## src/rtl/hyperbus_memtest_gen.sv

```systemverilog
// Write/read-back memory test generator for a request/response bus; one write then one read per op.
// Define HYPERBUS_MEMTEST_STOP_ON_ERR_EN to end a run right after its first failing response.
module hyperbus_memtest_gen #(
  parameter int unsigned DataWidth = 128,
  parameter int unsigned AddrWidth = 32,
  parameter int unsigned CntWidth  = 16
) (
  input  logic                   clk_i,
  input  logic                   rst_ni,
  input  logic                   start_i,
  input  logic [AddrWidth-1:0]   base_addr_i,
  input  logic [CntWidth-1:0]    num_ops_i,
  input  logic [2:0]             size_i,
  input  logic [31:0]            seed_i,
  output logic                   req_valid_o,
  input  logic                   req_ready_i,
  output logic                   req_write_o,
  output logic [AddrWidth-1:0]   req_addr_o,
  output logic [2:0]             req_size_o,
  output logic [DataWidth-1:0]   req_wdata_o,
  output logic [DataWidth/8-1:0] req_strb_o,
  input  logic                   rsp_valid_i,
  output logic                   rsp_ready_o,
  input  logic [DataWidth-1:0]   rsp_rdata_i,
  input  logic                   rsp_error_i,
  output logic                   busy_o,
  output logic                   done_o,
  output logic                   error_o,
  output logic [CntWidth-1:0]    err_count_o,
  output logic [AddrWidth-1:0]   fail_addr_o
);

  localparam int unsigned StrbWidth = DataWidth / 8;
  localparam int unsigned OffWidth  = $clog2(StrbWidth);
  localparam int unsigned Words     = DataWidth / 32;

`ifdef HYPERBUS_MEMTEST_STOP_ON_ERR_EN
  localparam bit StopOnErr = 1'b1;
`else
  localparam bit StopOnErr = 1'b0;
`endif

  typedef enum logic [2:0] {StIdle, StWrReq, StWrRsp, StRdReq, StRdRsp, StDone} state_e;

  state_e state_q, state_d;

  logic [CntWidth-1:0]  num_q, idx_q;
  logic [AddrWidth-1:0] start_addr, next_addr;
  logic                 start_ok, req_hs, rsp_hs, mismatch, fail, last_op;
  logic                 valid_d, write_d, ready_d, busy_d, done_d;

  // Byte lanes covered by an access of 2**size bytes starting at lane off.
  function automatic logic [StrbWidth-1:0] lane_mask(input logic [OffWidth-1:0] off,
                                                     input logic [2:0] size);
    logic [StrbWidth-1:0] mask;
    int unsigned lo, hi;
    lo = 32'(off);
    hi = lo + (32'd1 << size);
    for (int unsigned b = 0; b < StrbWidth; b++) begin
      mask[b] = (b >= lo) && (b < hi);
    end
    return mask;
  endfunction

  assign start_ok   = start_i && ((state_q == StIdle) || (state_q == StDone));
  assign req_hs     = req_valid_o && req_ready_i;
  assign rsp_hs     = rsp_valid_i && rsp_ready_o;
  assign start_addr = base_addr_i & ~((AddrWidth'(1) << size_i) - AddrWidth'(1));
  assign next_addr  = req_addr_o + (AddrWidth'(1) << req_size_o);
  assign last_op    = ({1'b0, idx_q} + {{CntWidth{1'b0}}, 1'b1}) >= {1'b0, num_q};
  assign fail       = rsp_hs && (rsp_error_i || ((state_q == StRdRsp) && mismatch));

  always_comb begin
    mismatch = 1'b0;
    for (int unsigned b = 0; b < StrbWidth; b++) begin
      if (req_strb_o[b] && (rsp_rdata_i[8*b +: 8] != req_wdata_o[8*b +: 8])) begin
        mismatch = 1'b1;
      end
    end
  end

  always_ff @(posedge clk_i) begin
    if (!rst_ni) begin
      state_q <= StIdle;
    end else begin
      state_q <= state_d;
    end
  end

  always_comb begin
    state_d = state_q;
    case (state_q)
      StIdle, StDone: begin
        if (start_i) state_d = (num_ops_i == '0) ? StDone : StWrReq;
      end
      StWrReq: if (req_hs) state_d = StWrRsp;
      StWrRsp: begin
        if (rsp_hs) state_d = (StopOnErr && fail) ? StDone : StRdReq;
      end
      StRdReq: if (req_hs) state_d = StRdRsp;
      StRdRsp: begin
        if (rsp_hs) state_d = ((StopOnErr && fail) || last_op) ? StDone : StWrReq;
      end
      default: state_d = StIdle;
    endcase
  end

  // Control outputs are decoded from the next state so they leave the flops with the state.
  always_comb begin
    valid_d = 1'b0;
    write_d = 1'b0;
    ready_d = 1'b0;
    busy_d  = 1'b0;
    done_d  = 1'b0;
    case (state_d)
      StWrReq: begin valid_d = 1'b1; write_d = 1'b1; busy_d = 1'b1; end
      StWrRsp: begin ready_d = 1'b1; write_d = 1'b1; busy_d = 1'b1; end
      StRdReq: begin valid_d = 1'b1; busy_d = 1'b1; end
      StRdRsp: begin ready_d = 1'b1; busy_d = 1'b1; end
      StDone:  done_d = 1'b1;
      default: ;
    endcase
  end

  always_ff @(posedge clk_i) begin
    if (!rst_ni) begin
      req_valid_o <= 1'b0;
      req_write_o <= 1'b0;
      req_addr_o  <= '0;
      req_size_o  <= '0;
      req_wdata_o <= '0;
      req_strb_o  <= '0;
      rsp_ready_o <= 1'b0;
      busy_o      <= 1'b0;
      done_o      <= 1'b0;
      error_o     <= 1'b0;
      err_count_o <= '0;
      fail_addr_o <= '0;
      num_q       <= '0;
      idx_q       <= '0;
    end else begin
      req_valid_o <= valid_d;
      req_write_o <= write_d;
      rsp_ready_o <= ready_d;
      busy_o      <= busy_d;
      done_o      <= done_d;
      if (start_ok) begin
        num_q       <= num_ops_i;
        idx_q       <= '0;
        req_size_o  <= size_i;
        req_addr_o  <= start_addr;
        req_strb_o  <= lane_mask(start_addr[OffWidth-1:0], size_i);
        req_wdata_o <= {Words{seed_i}};
        error_o     <= 1'b0;
        err_count_o <= '0;
        fail_addr_o <= '0;
      end else begin
        if (fail) begin
          error_o <= 1'b1;
          if (err_count_o != '1) err_count_o <= err_count_o + CntWidth'(1);
          if (!error_o) fail_addr_o <= req_addr_o;
        end
        if ((state_q == StRdRsp) && (state_d == StWrReq)) begin
          idx_q       <= idx_q + CntWidth'(1);
          req_addr_o  <= next_addr;
          req_strb_o  <= lane_mask(next_addr[OffWidth-1:0], req_size_o);
          req_wdata_o <= {Words{req_wdata_o[31:0] + 32'd1}};
        end
      end
    end
  end

endmodule

```

## config.mk

```make
export PLATFORM = sky130hd
export DESIGN_NAME = hyperbus_memtest_gen
export DESIGN_NICKNAME = d
export VERILOG_FILES = /design/src/rtl/hyperbus_memtest_gen.sv
export SDC_FILE = /design/constraint.sdc
export NUM_CORES = 1
export LEC_CHECK = 0
export BUFFER_PORTS_ARGS = -buffer_cell sky130_fd_sc_hd__buf_4
export CAP_MARGIN = 20
export CELL_PAD_IN_SITES_DETAIL_PLACEMENT = 1
export CELL_PAD_IN_SITES_GLOBAL_PLACEMENT = 1
export CORE_UTILIZATION = 38
export DETAILED_ROUTE_END_ITERATION = 12
export PLACE_DENSITY = 0.95
export SYNTH_ARGS = -nofsm -noshare
export SYNTH_HDL_FRONTEND = slang
export SYNTH_SLANG_ARGS = --single-unit
```

## constraint.sdc

```tcl
create_clock -name clk_i -period 7.3 [get_ports clk_i]
set_input_delay 1.46 -clock clk_i [delete_from_list [all_inputs] [get_ports clk_i]]
set_output_delay 1.46 -clock clk_i [all_outputs]
set_load 0.005 [all_outputs]
```

==> impl_metrics.toml, run 1 <==
[critical_path]
cpPeakStageDelay_ns = 0.64
r2r_slack_ns = 2.06
worst_setup_path_end_kind = "flop"
slowest_stage = "a211oi_4"
path_cells = "nand3_1 > nor3_1 > and3_1 > and3_1 > and3_1 > nand3_1 > xnor2_1 > ha_1 > nand3_1 > nor2_1 > a31oi_1 > o221ai_2 > a211oi_4 > buf_4 > nand3_1 > or3_1 > a311oi_1"
cp-start-kind = "flop"
critical_path_buf_inv_count = 1
cp_top_family = "simple AND/OR/NAND/NOR gates"
crit_top_cell = "nand3_1"
worstPathRequired_ns = 7.65
cp_max_fo = 41
criticalPathCategory = "flop to flop"
worstPathArrival_ns = 5.60

[yosys]
synth_area_per_cell_um2 = 7.912
syn_inst = 1494
synthTopCellsByArea = "dfxtp_1, xnor2_1, buf_4"
ys_types = 68
synth_edf_count = 0
yosys_warnings = 0
synth_top_cell_by_area = "dfxtp_1"
synth.most_common_cell = "dfxtp_1"
ys_seq_elements = 172
synth.top_cell.area_share_pct = 29.13
synth-seq-area-share_pct = 29.13
synth_area_um2 = 11820
synthArstFlopShare_pct = 0
syn-num-nets = 1748
yosys-top-cells-count = "dfxtp_1, xnor2_1, nor2_1"
ys.flop_type = "dfxtp_1"

[cts]
cts_buffers = 17
clkLatencyLatePin_ns = 0.45
cts_buffer_depth = 2
htree_num_levels = 4
cts_tree = "yes"
clkTransAtPathRegs_ns = 0.07
clkSinkCount = 172
postCtsResizedCells = 0
cts_root_buf = "clkbuf_16"
cts_setup_buffers = 0
cts_hold_buf = 0

[placed_design]
portBuffers = 449
gp_routability_congestion = 0.9598
dp_hpwl_um = 40950
post-place-ws_ns = 2.289

[power]
clkPwrFrac_pct = 33.0
power.internal_mw = 1.850
power.density_nw_per_um2 = 186.3
irDropWorstVdd_mv = 0.1582
power_frac_comb_pct = 26.8
power.switching_mw = 0.9742
leakage_nw = 6.325
swShare_pct = 34.50
p_seq_share_pct = 40.2
p_total_mw = 2.824

[global_routing]
grtUsageTotal_pct = 32.61
grt_pass1_vias = 12850
grt_overflow_total = 0
grt_antenna_before_repair = 6
grt_pass1_wl_um = 77630
grt_max_degree = 76

[cells_and_area]
syn_to_final_growth_pct = 28.26
nets = 2030
final_util_pct = 49.56
drive_gt1_share_pct = 28.64

[drt]
drt_wl_total_um = 53410
drt_first_pass_iters = 8
drt_iter0_drc = 879
wl_per_cell_um = 24.41
ant_nets = 0
viasPerCell = 5.719
drc = 0
vias = 12513

[sta]
relSlewSlack_pct = 34.72
worstMarginPinSlew_ns = 0.9768
slew_viol_final = 0
finalSetupTns_ns = 0
finalCritPeriodShare_pct = 71.83
clock.fmax_mhz = 190.7
rsz0062_at_grt = "false"
setup_viol = 0
hold_viol_final = 0
period_needed_ns = 5.244
fin_ws_ns = 2.056
finClkSkew_ns = 0.01420

[die]
ios = 450
core_um2 = 30590
fp.dieW_um = 178.4
start_util_pct = 38.64
row_count = 64
dieHeight_um = 178.4
dieArea_um2 = 31810

[status]
status = "finished, final reports clean"

[min_path]
hp-class = "flop to flop"

[run]
drv_cap = 0
## power by group through the flow
stage	clock network (mW)	logic, mW	registers (mW)
2_1_floorplan	0	0.476	1.06
3_3_place_gp	0	0.719	1.15
3_5_place_dp	0	0.740	1.16
4_1_cts	0.929	0.749	1.14
5_1_grt	0.964	0.821	1.14
6_report	0.932	0.756	1.14
## flip-flops by register name, summed over array words and instances, names as in the netlist
name	cells
req_valid_o	1
idx_q	16
state_q	3
req_size_o	3
rsp_ready_o	1
req_wdata_o	32
req_strb_o	16
err_count_o	16
error_o	1
req_addr_o	32
busy_o	1
fail_addr_o	32
req_write_o	1
done_o	1
num_q	16
## cell families after synthesis
logic type               count (synthesis)  share of synthesized area (%)
buffers and inverters                  238                          11.47
AO/OA/AOI/OAI                          288                          15.05
AND/OR/NAND/NOR                        506                          21.15
flip-flops                             172                          29.13
XOR/XNOR                               217                          16.08
multiplexers                            36                          3.070
adder cells (fa/ha/maj)                 37                          4.044
## metal layers
layer | up-vias | track usage (%) | share of wire, %
li1 | 5653 | - | -
met1 | 6169 | 38.74 | 40
met2 | 561 | 57.19 | 50
met3 | 124 | 6.436 | 7.1
met4 | 6 | 12.96 | 3.5
met5 | - | 0 | 0.069
## worst min-delay path, cell delays in order, from the launching register on
cell and delay (ns):
dfxtp_1 0.31, nand2_1 0.05, a21oi_1 0.05
## per-stage QoR
step / cells / hold WS (ns) / instance area (um2)
global placement: 2153 / 0.4452 / 14580
CTS: 2184 / 0.4614 / 15150
finish: 2188 / 0.4610 / 15160
floorplan: 1494 / 0.4363 / 11820
detailed placement: 2153 / 0.4519 / 14580
global route: 2187 / 0.4834 / 15160
## cells in the final DEF, fill, tap and decap left out, drive strengths merged, types with 35 or more instances in the layout
master	count
o21ai	78
buf	461
inv	47
nand2	131
dfxtp	172
a21oi	103
nand4	66
nor2	135
xnor2	153
nand3	48
xor2	64
ha	35
## final cells by class
cell class | instances | area (um2)
sequential | 172 | 3443
tap | 396 | 495.5
clock buffer | 18 | 439.2
clock inverter | 13 | 132.6
antenna | 4 | 10.01
inverter | 40 | 150.1
multi-input combinational | 1084 | 7029
fill | 3751 | 15430
timing repair buffer | 461 | 3461
## final timing paths
path	from	endpoint	cells after the start
min reg2reg	num_q[9]	num_q[9]	2
max	idx_q[2]	req_wdata_o[95]	17
min	num_q[9]	num_q[9]	2
max reg2reg	idx_q[2]	req_wdata_o[95]	17
Note: power is estimated with default switching activity, not from simulation.
==> run 2, diff against run 1 <==
--- a/config.mk
+++ b/config.mk
@@ -9,9 +9,9 @@
 export CAP_MARGIN = 20
 export CELL_PAD_IN_SITES_DETAIL_PLACEMENT = 1
 export CELL_PAD_IN_SITES_GLOBAL_PLACEMENT = 1
-export CORE_UTILIZATION = 38
+export CORE_UTILIZATION = 36
 export DETAILED_ROUTE_END_ITERATION = 12
-export PLACE_DENSITY = 0.95
+export PLACE_DENSITY = 0.91
 export SYNTH_ARGS = -nofsm -noshare
 export SYNTH_HDL_FRONTEND = slang
 export SYNTH_SLANG_ARGS = --single-unit
==> constraint.sdc (replaced) <==
create_clock -name clk_i -period 5.09 [get_ports clk_i]
set_input_delay 1.018 -clock clk_i [delete_from_list [all_inputs] [get_ports clk_i]]
set_output_delay 1.018 -clock clk_i [all_outputs]
set_load 0.005 [all_outputs]
==> impl_metrics.toml, run 2 (synthesis gave the netlist of run 1 again) <==
[status]
status = "finished, final reports clean"

[cells_and_area]
layout_commonest_cell = "buf_4"
nets = 2036
largestRegisters = "fail_addr_o: 32 flops, req_addr_o: 32 flops, req_wdata_o: 32 flops"
syn_to_final_growth_pct = 29.37
drive_gt1_share_pct = 28.82
stdcell_count = 2234
layout_common_cells = "buf_4, dfxtp_1, xnor2_1"

[die]
ios = 450
row_count = 65
dieArea_um2 = 33560
fp.dieW_um = 183.2
start_util_pct = 36.98
dieHeight_um = 183.2
core_um2 = 31960

[placed_design]
dp_hpwl_um = 41160
placedCellCount = 2198
post-place-ws_ns = 0.4619
portBuffers = 449
gp_routability_congestion = 0.8912

[global_routing]
grt_pass1_vias = 12746
grtUsageTotal_pct = 30.40
grt_pass1_wl_um = 77340
grt_max_degree = 67
grt_overflow_total = 0
grt_antenna_before_repair = 6

[cts]
cts_tree = "yes"
cts_buffer_depth = 2
clkLatencyLatePin_ns = 0.44
cts_buffers = 17
clkTransAtPathRegs_ns = 0.07
postCtsResizedCells = 0
cts_hold_buf = 0
cts_root_buf = "clkbuf_16"
htree_num_levels = 4
cts_setup_buffers = 0
clkSinkCount = 172

[critical_path]
worstPathRequired_ns = 5.45
r2r-start = "idx_q[2]"
r2r_slack_ns = 0.41
cp-start-kind = "flop"
reg2reg_to = "req_wdata_o[109]"
criticalPathCategory = "flop to flop"
reg2regPathDepth = 17
cp_max_fo = 27
crit_start = "idx_q[2]"
worst_setup_path_end_kind = "flop"
worstPathArrival_ns = 5.03

[sta]
finClkSkew_ns = 0.01236
finalCritPeriodShare_pct = 91.89
clock.fmax_mhz = 213.8
setup_viol = 0
finalSetupTns_ns = 0
period_needed_ns = 4.677
worstMarginPinSlew_ns = 0.8694
fin_ws_ns = 0.4126
rsz0062_at_grt = "false"
relSlewSlack_pct = 41.96
hold_viol_final = 0
slew_viol_final = 0

[drt]
drt_wl_total_um = 52640
wl_per_cell_um = 23.56
drc = 0
viasPerCell = 5.537
ant_nets = 0
drt_iter0_drc = 726
vias = 12370
drt_first_pass_iters = 7

[run]
drv_cap = 0

[power]
irDropWorstVdd_mv = 0.1782
leakage_nw = 6.359
power.density_nw_per_um2 = 267.6

[min_path]
holdPathEnd = "num_q[5]"
hold_depth = 2
hp-class = "flop to flop"
worstHoldStart = "num_q[5]"
==> run 2: cell count changes in the layout (fill, tap and decap cells not counted) <==
cell	change
nor3_2	+1
diode_2	+1
clkbuf_1	+2
bufinv_16	+2
inv_6	-5
buf_4	+6
clkinvlp_4	+2
inv_8	-2
nor3_1	-1
clkbuf_8	+1
==> run 2: area by class of cell <==
cell class	count	area, um2
Fill cell	3953	16670
Multi-Input combinational cell	1084	7034
Inverter	40	150.1
Antenna cell	5	12.51
Clock inverter	10	141.4
Timing Repair Buffer	467	3506
Clock buffer	21	460.4
Sequential cell	172	3443
Tap cell	435	544.3
==> run 2: metrics by stage <==
stage	hold slack (ns)	area (um2)	util, %	power (mW)
2_1_floorplan	0.4363	11820	-	2.207
3_3_place_gp	0.4451	14680	45.92	2.687
3_5_place_dp	0.4503	14680	45.92	2.729
4_1_cts	0.4600	15280	47.81	4.102
5_1_grt	0.4709	15290	47.85	4.254
6_report	0.4552	15290	47.85	4.092
==> run 2: critical path: stages (launching register included) <==
cell      delay [ns]
dfxtp_1         0.42
nand3_1         0.20
nor3_1          0.39
and3_1          0.26
and3_1          0.24
and3_1          0.27
nand3_1         0.12
xnor2_1         0.19
ha_1            0.28
nand3_1         0.15
nor2_1          0.15
a31oi_1         0.23
o221ai_2        0.19
a211oi_4        0.44
buf_4           0.39
nand4_1         0.19
xor2_1          0.22
a211oi_1        0.25
==> run 2: power by group <==
part           switching, mW  internal (mW)  total [mW]
registers              0.204           1.42        1.63
logic                  0.551          0.533        1.08
clock network          0.583          0.797        1.38
==> run 2: worst max path at each step <==
stage / to / depth (start not counted) / slack [ns]
final: req_wdata_o[109] / 17 / 0.41
after global routing: req_wdata_o[103] / 17 / 0.13
after CTS: req_wdata_o[125] / 17 / 0.44
after detailed placement: req_wdata_o[109] / 17 / 0.46
after global placement: req_wdata_o[122] / 17 / 0.83
after floorplan: req_wdata_o[118] / 17 / 1.10
==> run 2: metal layers <==
layer | wire, um | share of wire, % | vias to the layer above | global-route usage (%)
li1 | - | - | 5664 | -
met1 | 21240 | 40 | 6118 | 35.51
met2 | 26220 | 50 | 472 | 53.14
met3 | 2804 | 5.3 | 114 | 5.719
met4 | 2360 | 4.5 | 2 | 14.90
met5 | 11 | 0.021 | - | 0
